[config.mk]
export PLATFORM = sky130hd
export DESIGN_NAME = csr_file
export DESIGN_NICKNAME = d
export VERILOG_FILES = /design/src/rtl/csr_file.sv
export SDC_FILE = /design/constraint.sdc
export NUM_CORES = 1
export LEC_CHECK = 0
export CORE_MARGIN = 1.5
export CORE_UTILIZATION = 40
export DETAILED_ROUTE_END_ITERATION = 6
export GPL_ROUTABILITY_DRIVEN = 0
export GPL_TIMING_DRIVEN = 0
export PLACE_DENSITY = 0.73
export SYNTH_ARGS = -nofsm -noshare
export SYNTH_HDL_FRONTEND = slang
export SYNTH_SLANG_ARGS = --single-unit
[constraint.sdc]
create_clock -name clk -period 4.14 [get_ports clk]
set_input_delay 0.621 -clock clk [delete_from_list [all_inputs] [get_ports clk]]
set_output_delay 0.621 -clock clk [all_outputs]
set_load 0.01 [all_outputs]
[src/rtl/csr_file.sv]
// rtl/csr_file.sv - machine-mode CSR file with ecall/ebreak/mret redirect FSM
// Define CSR_COUNTERS_EN to include the mcycle/minstret counters.
module csr_file (
  input  logic        clk,
  input  logic        rst_n,
  input  logic        csr_w,
  input  logic        csr_data_s,
  input  logic        sys,
  input  logic [11:0] imm12,
  input  logic [31:0] rs1_data,
  input  logic [4:0]  zimm,
  input  logic [31:0] pc,
  input  logic        retire,
  output logic [31:0] csr_rdata,
  output logic        redirect,
  output logic [31:0] redirect_pc
);

  typedef enum logic {RUN = 1'b0, FLUSH = 1'b1} state_e;

  localparam logic [11:0] ADDR_MSTATUS  = 12'h300;
  localparam logic [11:0] ADDR_MTVEC    = 12'h305;
  localparam logic [11:0] ADDR_MSCRATCH = 12'h340;
  localparam logic [11:0] ADDR_MEPC     = 12'h341;
  localparam logic [11:0] ADDR_MCAUSE   = 12'h342;
  localparam logic [11:0] ADDR_MCYCLE   = 12'hB00;
  localparam logic [11:0] ADDR_MINSTRET = 12'hB02;

  state_e      state_q;
  logic        redirect_q;
  logic [31:0] redirect_pc_q;

  logic        mie_q, mie_d;
  logic        mpie_q, mpie_d;
  logic [31:2] mtvec_q, mtvec_d;
  logic [31:2] mepc_q, mepc_d;
  logic [31:0] mscratch_q, mscratch_d;
  logic [31:0] mcause_q, mcause_d;

  logic        run;
  logic        is_ecall;
  logic        is_ebreak;
  logic        is_mret;
  logic        take_trap;
  logic        do_write;
  logic [31:0] wdata;

  // A SYSTEM op or CSR write arriving while in FLUSH sits in a squashed slot.
  assign run       = (state_q == RUN);
  assign is_ecall  = run & sys & (imm12 == 12'h000);
  assign is_ebreak = run & sys & (imm12 == 12'h001);
  assign is_mret   = run & sys & (imm12 == 12'h302);
  assign take_trap = is_ecall | is_ebreak;
  assign do_write  = run & csr_w & ~sys;
  assign wdata     = csr_data_s ? {27'b0, zimm} : rs1_data;

`ifdef CSR_COUNTERS_EN
  logic [31:0] mcycle_q, mcycle_d;
  logic [31:0] minstret_q, minstret_d;
  logic        unused_ok;
  assign unused_ok = ^pc[1:0];
`else
  logic        unused_ok;
  assign unused_ok = ^{pc[1:0], retire};
`endif

  always_comb begin
    csr_rdata = 32'b0;
    case (imm12)
      ADDR_MSTATUS:  csr_rdata = {24'b0, mpie_q, 3'b0, mie_q, 3'b0};
      ADDR_MTVEC:    csr_rdata = {mtvec_q, 2'b00};
      ADDR_MSCRATCH: csr_rdata = mscratch_q;
      ADDR_MEPC:     csr_rdata = {mepc_q, 2'b00};
      ADDR_MCAUSE:   csr_rdata = mcause_q;
`ifdef CSR_COUNTERS_EN
      ADDR_MCYCLE:   csr_rdata = mcycle_q;
      ADDR_MINSTRET: csr_rdata = minstret_q;
`endif
      default:       csr_rdata = 32'b0;
    endcase
  end

  always_comb begin
    mie_d      = mie_q;
    mpie_d     = mpie_q;
    mtvec_d    = mtvec_q;
    mepc_d     = mepc_q;
    mscratch_d = mscratch_q;
    mcause_d   = mcause_q;
    if (take_trap) begin
      mepc_d   = pc[31:2];
      mcause_d = is_ecall ? 32'd11 : 32'd3;
      mpie_d   = mie_q;
      mie_d    = 1'b0;
    end else if (is_mret) begin
      mie_d    = mpie_q;
      mpie_d   = 1'b1;
    end else if (do_write) begin
      case (imm12)
        ADDR_MSTATUS: begin
          mie_d  = wdata[3];
          mpie_d = wdata[7];
        end
        ADDR_MTVEC:    mtvec_d    = wdata[31:2];
        ADDR_MSCRATCH: mscratch_d = wdata;
        ADDR_MEPC:     mepc_d     = wdata[31:2];
        ADDR_MCAUSE:   mcause_d   = wdata;
        default: ;
      endcase
    end
  end

`ifdef CSR_COUNTERS_EN
  // An explicit CSR write overrides the increment on the same edge.
  always_comb begin
    mcycle_d   = mcycle_q + 32'd1;
    minstret_d = minstret_q + {31'b0, run & retire};
    if (do_write && imm12 == ADDR_MCYCLE)   mcycle_d   = wdata;
    if (do_write && imm12 == ADDR_MINSTRET) minstret_d = wdata;
  end

  always_ff @(posedge clk or negedge rst_n) begin
    if (!rst_n) begin
      mcycle_q   <= 32'b0;
      minstret_q <= 32'b0;
    end else begin
      mcycle_q   <= mcycle_d;
      minstret_q <= minstret_d;
    end
  end
`endif

  always_ff @(posedge clk or negedge rst_n) begin
    if (!rst_n) begin
      mie_q      <= 1'b0;
      mpie_q     <= 1'b0;
      mtvec_q    <= 30'b0;
      mepc_q     <= 30'b0;
      mscratch_q <= 32'b0;
      mcause_q   <= 32'b0;
    end else begin
      mie_q      <= mie_d;
      mpie_q     <= mpie_d;
      mtvec_q    <= mtvec_d;
      mepc_q     <= mepc_d;
      mscratch_q <= mscratch_d;
      mcause_q   <= mcause_d;
    end
  end

  always_ff @(posedge clk or negedge rst_n) begin
    if (!rst_n) begin
      state_q       <= RUN;
      redirect_q    <= 1'b0;
      redirect_pc_q <= 32'b0;
    end else begin
      case (state_q)
        RUN: begin
          redirect_q <= 1'b0;
          if (take_trap) begin
            redirect_q    <= 1'b1;
            redirect_pc_q <= {mtvec_q, 2'b00};
            state_q       <= FLUSH;
          end else if (is_mret) begin
            redirect_q    <= 1'b1;
            redirect_pc_q <= {mepc_q, 2'b00};
            state_q       <= FLUSH;
          end
        end
        FLUSH: begin
          redirect_q <= 1'b0;
          state_q    <= RUN;
        end
        default: begin
          redirect_q <= 1'b0;
          state_q    <= RUN;
        end
      endcase
    end
  end

  assign redirect    = redirect_q;
  assign redirect_pc = redirect_pc_q;

endmodule

==> results.py <==
metrics = {
    "status": {
        "outcome": "complete, no violations",
    },
    "min_path": {
        "hp-class": "in2async",
    },
    "timing": {
        "max_slew_margin_pct": 28.24,
        "finalSetupViolations": 0,
        "post-route-period-util_pct": 96.88,
        "setup_ws_ns": 0.1293,
        "slew_viol_final": 0,
        "rsz0062_at_grt": "false",
        "fin_skew_ns": 0.006643,
        "worstMarginPinSlew_ns": 1.074,
        "post-route-min-period_ns": 4.011,
        "timing.fmax_mhz": 249.3,
        "final_hold_viol_count": 0,
    },
    "clock_tree": {
        "clk_path_buf_depth": 2,
        "root_buffer": "clkbuf_16",
        "postCtsSetupBuffers": 0,
        "clk_latency_ns": 0.43,
        "cts_buffers": 17,
        "numClockSinks": 157,
        "holdBufCountCts": 0,
        "htreeDepth": 4,
        "path_clk_slew_ns": 0.06,
        "cts_tree": "yes",
    },
    "logic_synthesis": {
        "synth-async-reset-ratio_pct": 100.0,
        "ys_types": 40,
        "synth-seq-cells": 157,
        "yosysMostFrequentCell": "dfrtp_1",
        "synth_area_leaders": "dfrtp_1 50%, mux2_2 8.4%, mux2i_1 4.7%",
        "synth_top_area_cell": "dfrtp_1",
        "synthFlopType": "dfrtp_1",
        "yosys_warnings": 0,
        "ys_seq_area_share_pct": 49.94,
        "synth_common_cells": "157 x dfrtp_1, 90 x nor2_1, 72 x o21ai_0",
        "synth_cells": 812,
        "netlist_area_mm2": 0.007868,
        "yosysTopAreaCellShare_pct": 49.94,
        "synth_edf_count": 0,
        "syn_area_per_cell_um2": 9.689,
    },
    "pwr": {
        "switching_share_pct": 21.74,
        "leakagePower_nw": 4.387,
        "peakVddDrop_mv": 0.2391,
        "power_w": 0.003487,
        "switchingPower_w": 0.0007581,
        "combinationalPowerShare_pct": 7.3,
        "power_frac_seq_pct": 44.6,
        "pwr_density_cell_mw_per_mm2": 337.7,
        "p_clk_share_pct": 48.1,
        "intPower_w": 0.002729,
    },
    "placement": {
        "pre_cts_slack_ns": -0.3586,
        "dp_hpwl_um": 18340,
        "dp_cells": 1224,
        "place_area_mm2": 0.009687,
        "io_buffers": 145,
    },
    "final_layout": {
        "area_growth_pct": 31.28,
        "drive_gt1_share_pct": 12.02,
        "instances_no_fill": 1255,
        "fin_area_mm2": 0.01033,
        "n_antenna_cell": 0,
        "nNetsFinal": 1064,
    },
    "floorplanning": {
        "design.die.area_mm2": 0.02052,
        "die-height_um": 143.2,
        "dieWidth_um": 143.2,
        "placementRows": 51,
        "core-area_mm2": 0.01940,
        "ios": 152,
        "start_util_pct": 40.56,
    },
    "route": {
        "drc": 0,
        "postRouteAntennaNets": 0,
        "routed_via_density": 5.790,
        "first_iter_violations": 599,
        "firstDrtPassIters": 5,
        "vias": 7266,
        "wl_um": 25830,
        "wl_per_cell_um": 20.58,
    },
    "setup_path": {
        "worstPathArrival_ns": 3.39,
        "crit_type": "in2out",
        "end_kind": "output pin",
        "start_kind": "input port",
        "crit_path_max_fanout": 10,
        "cp.required_ns": 3.52,
    },
    "global_routing": {
        "grt_pass1_vias": 7075,
        "grt_pass1_wl_um": 39660,
        "antenna_found_initial": 0,
        "grt_max_degree": 87,
        "grt_use_total_pct": 25.72,
        "grt_remaining_overflow": 0,
    },
    "run": {
        "drv_cap": 0,
    },
}
==> worst max-delay path, cell delays in order <==
cell and delay, ns:
clkdlybuf4s50_1 0.55, buf_1 0.42, buf_1 0.64, mux2i_1 0.27, nor2_1 0.07, a221o_1 0.32
clkdlybuf4s50_1 0.49
==> cells in the final DEF, fill, tap and decap left out, types with 2 or more instances in the layout <==
cell and instances:
clkbuf_8 7, nand4b_1 2, nor4_1 3, dfrtp_1 157
nor2_1 90, o211ai_1 3, nand3_1 30, buf_4 2
buf_2 14, o21ai_0 72, nand2b_1 3, a31oi_1 57
a221o_1 28, mux2_2 59, nor2b_1 29, a21oi_1 62
nor4bb_1 2, and4_1 2, nand4_1 4, o31ai_1 5
or2_2 2, or4_1 2, nor3b_1 2, clkdlybuf4s50_1 144
clkbuf_2 8, nand2_1 68, buf_1 2, bufinv_16 3
clkbuf_1 55, clkbuf_16 17, mux2i_1 37, conb_1 2
==> through the flow <==
| stage | utilization, % | hold WS, ns | TNS [ns] |
|---|---|---|---|
| 4_1_cts | 53.22 | 0.1684 | 0 |
| 6_report | 53.24 | 0.1510 | 0 |
| 3_5_place_dp | 49.94 | 0.4949 | -6.524 |
| 3_3_place_gp | 49.77 | 0.4860 | -643.59 |
| 2_1_floorplan | - | 0.3254 | 0 |
| 5_1_grt | 53.24 | 0.1850 | 0 |
==> layout make-up <==
class                      count  area (um^2)
buffer                        77        324.1
clock buffer                  28        536.8
clock inverter                 4        97.59
fill                        1785         9070
multi-input combinational    578         3626
sequential                   157         3929
tap                          265        331.6
timing repair buffer         146         1484
==> registers in the layout, summed over array words and instances (netlist names) <==
signal	count
mcause_q	32
mpie_q	1
mtvec_q	30
mie_q	1
redirect	1
mepc_q	30
redirect_pc	30
mscratch_q	32
==> routing by layer <==
metal,GRT usage (%),share of wire [%]
met2,41.24,48
met5,0,0
met1,33.98,41
met4,8.915,2.5
met3,6.338,8.6
==> final timing paths <==
path / from / to / slack [ns] / cells past startpoint
max: imm12[1] / csr_rdata[26] / 0.13 / 7
min: rst_n / redirect_pc[9] / 0.15 / 1
max reg2reg: redirect / redirect_pc[9] / 1.23 / 4
min reg2reg: mscratch_q[23] / mscratch_q[23] / 0.51 / 1
max in group asynchronous: rst_n / redirect_pc[22] / 3.17 / 2
min in group clk: mscratch_q[23] / mscratch_q[23] / 0.51 / 1
==> power groups by stage <==
stage	Clock (W)	Sequential [W]	Combinational, W
6_report	0.00168	0.00156	0.000255
2_1_floorplan	0	0.00159	0.0000839
5_1_grt	0.00175	0.00156	0.000273
3_3_place_gp	0	0.00159	0.000247
4_1_cts	0.00168	0.00156	0.000254
3_5_place_dp	0	0.00158	0.000253
==> cell families after synthesis <==
logic type,Yosys count,share of synthesized area [%]
AO/OA/AOI/OAI,233,18.05
AND/OR/NAND/NOR,247,14.77
flip-flops,157,49.94
multiplexers,96,13.15
other,1,0.04766
buffers and inverters,78,4.039
==> repair_timing <==
| action | CTS | global route |
|---|---|---|
| endpoints found under the hold margin | 0 | 0 |
| resized for setup | 5 | 8 |
| setup endpoints to repair | 30 | 27 |
| pin swaps | 0 | 0 |
Note: power is estimated with default switching activity, not from simulation.
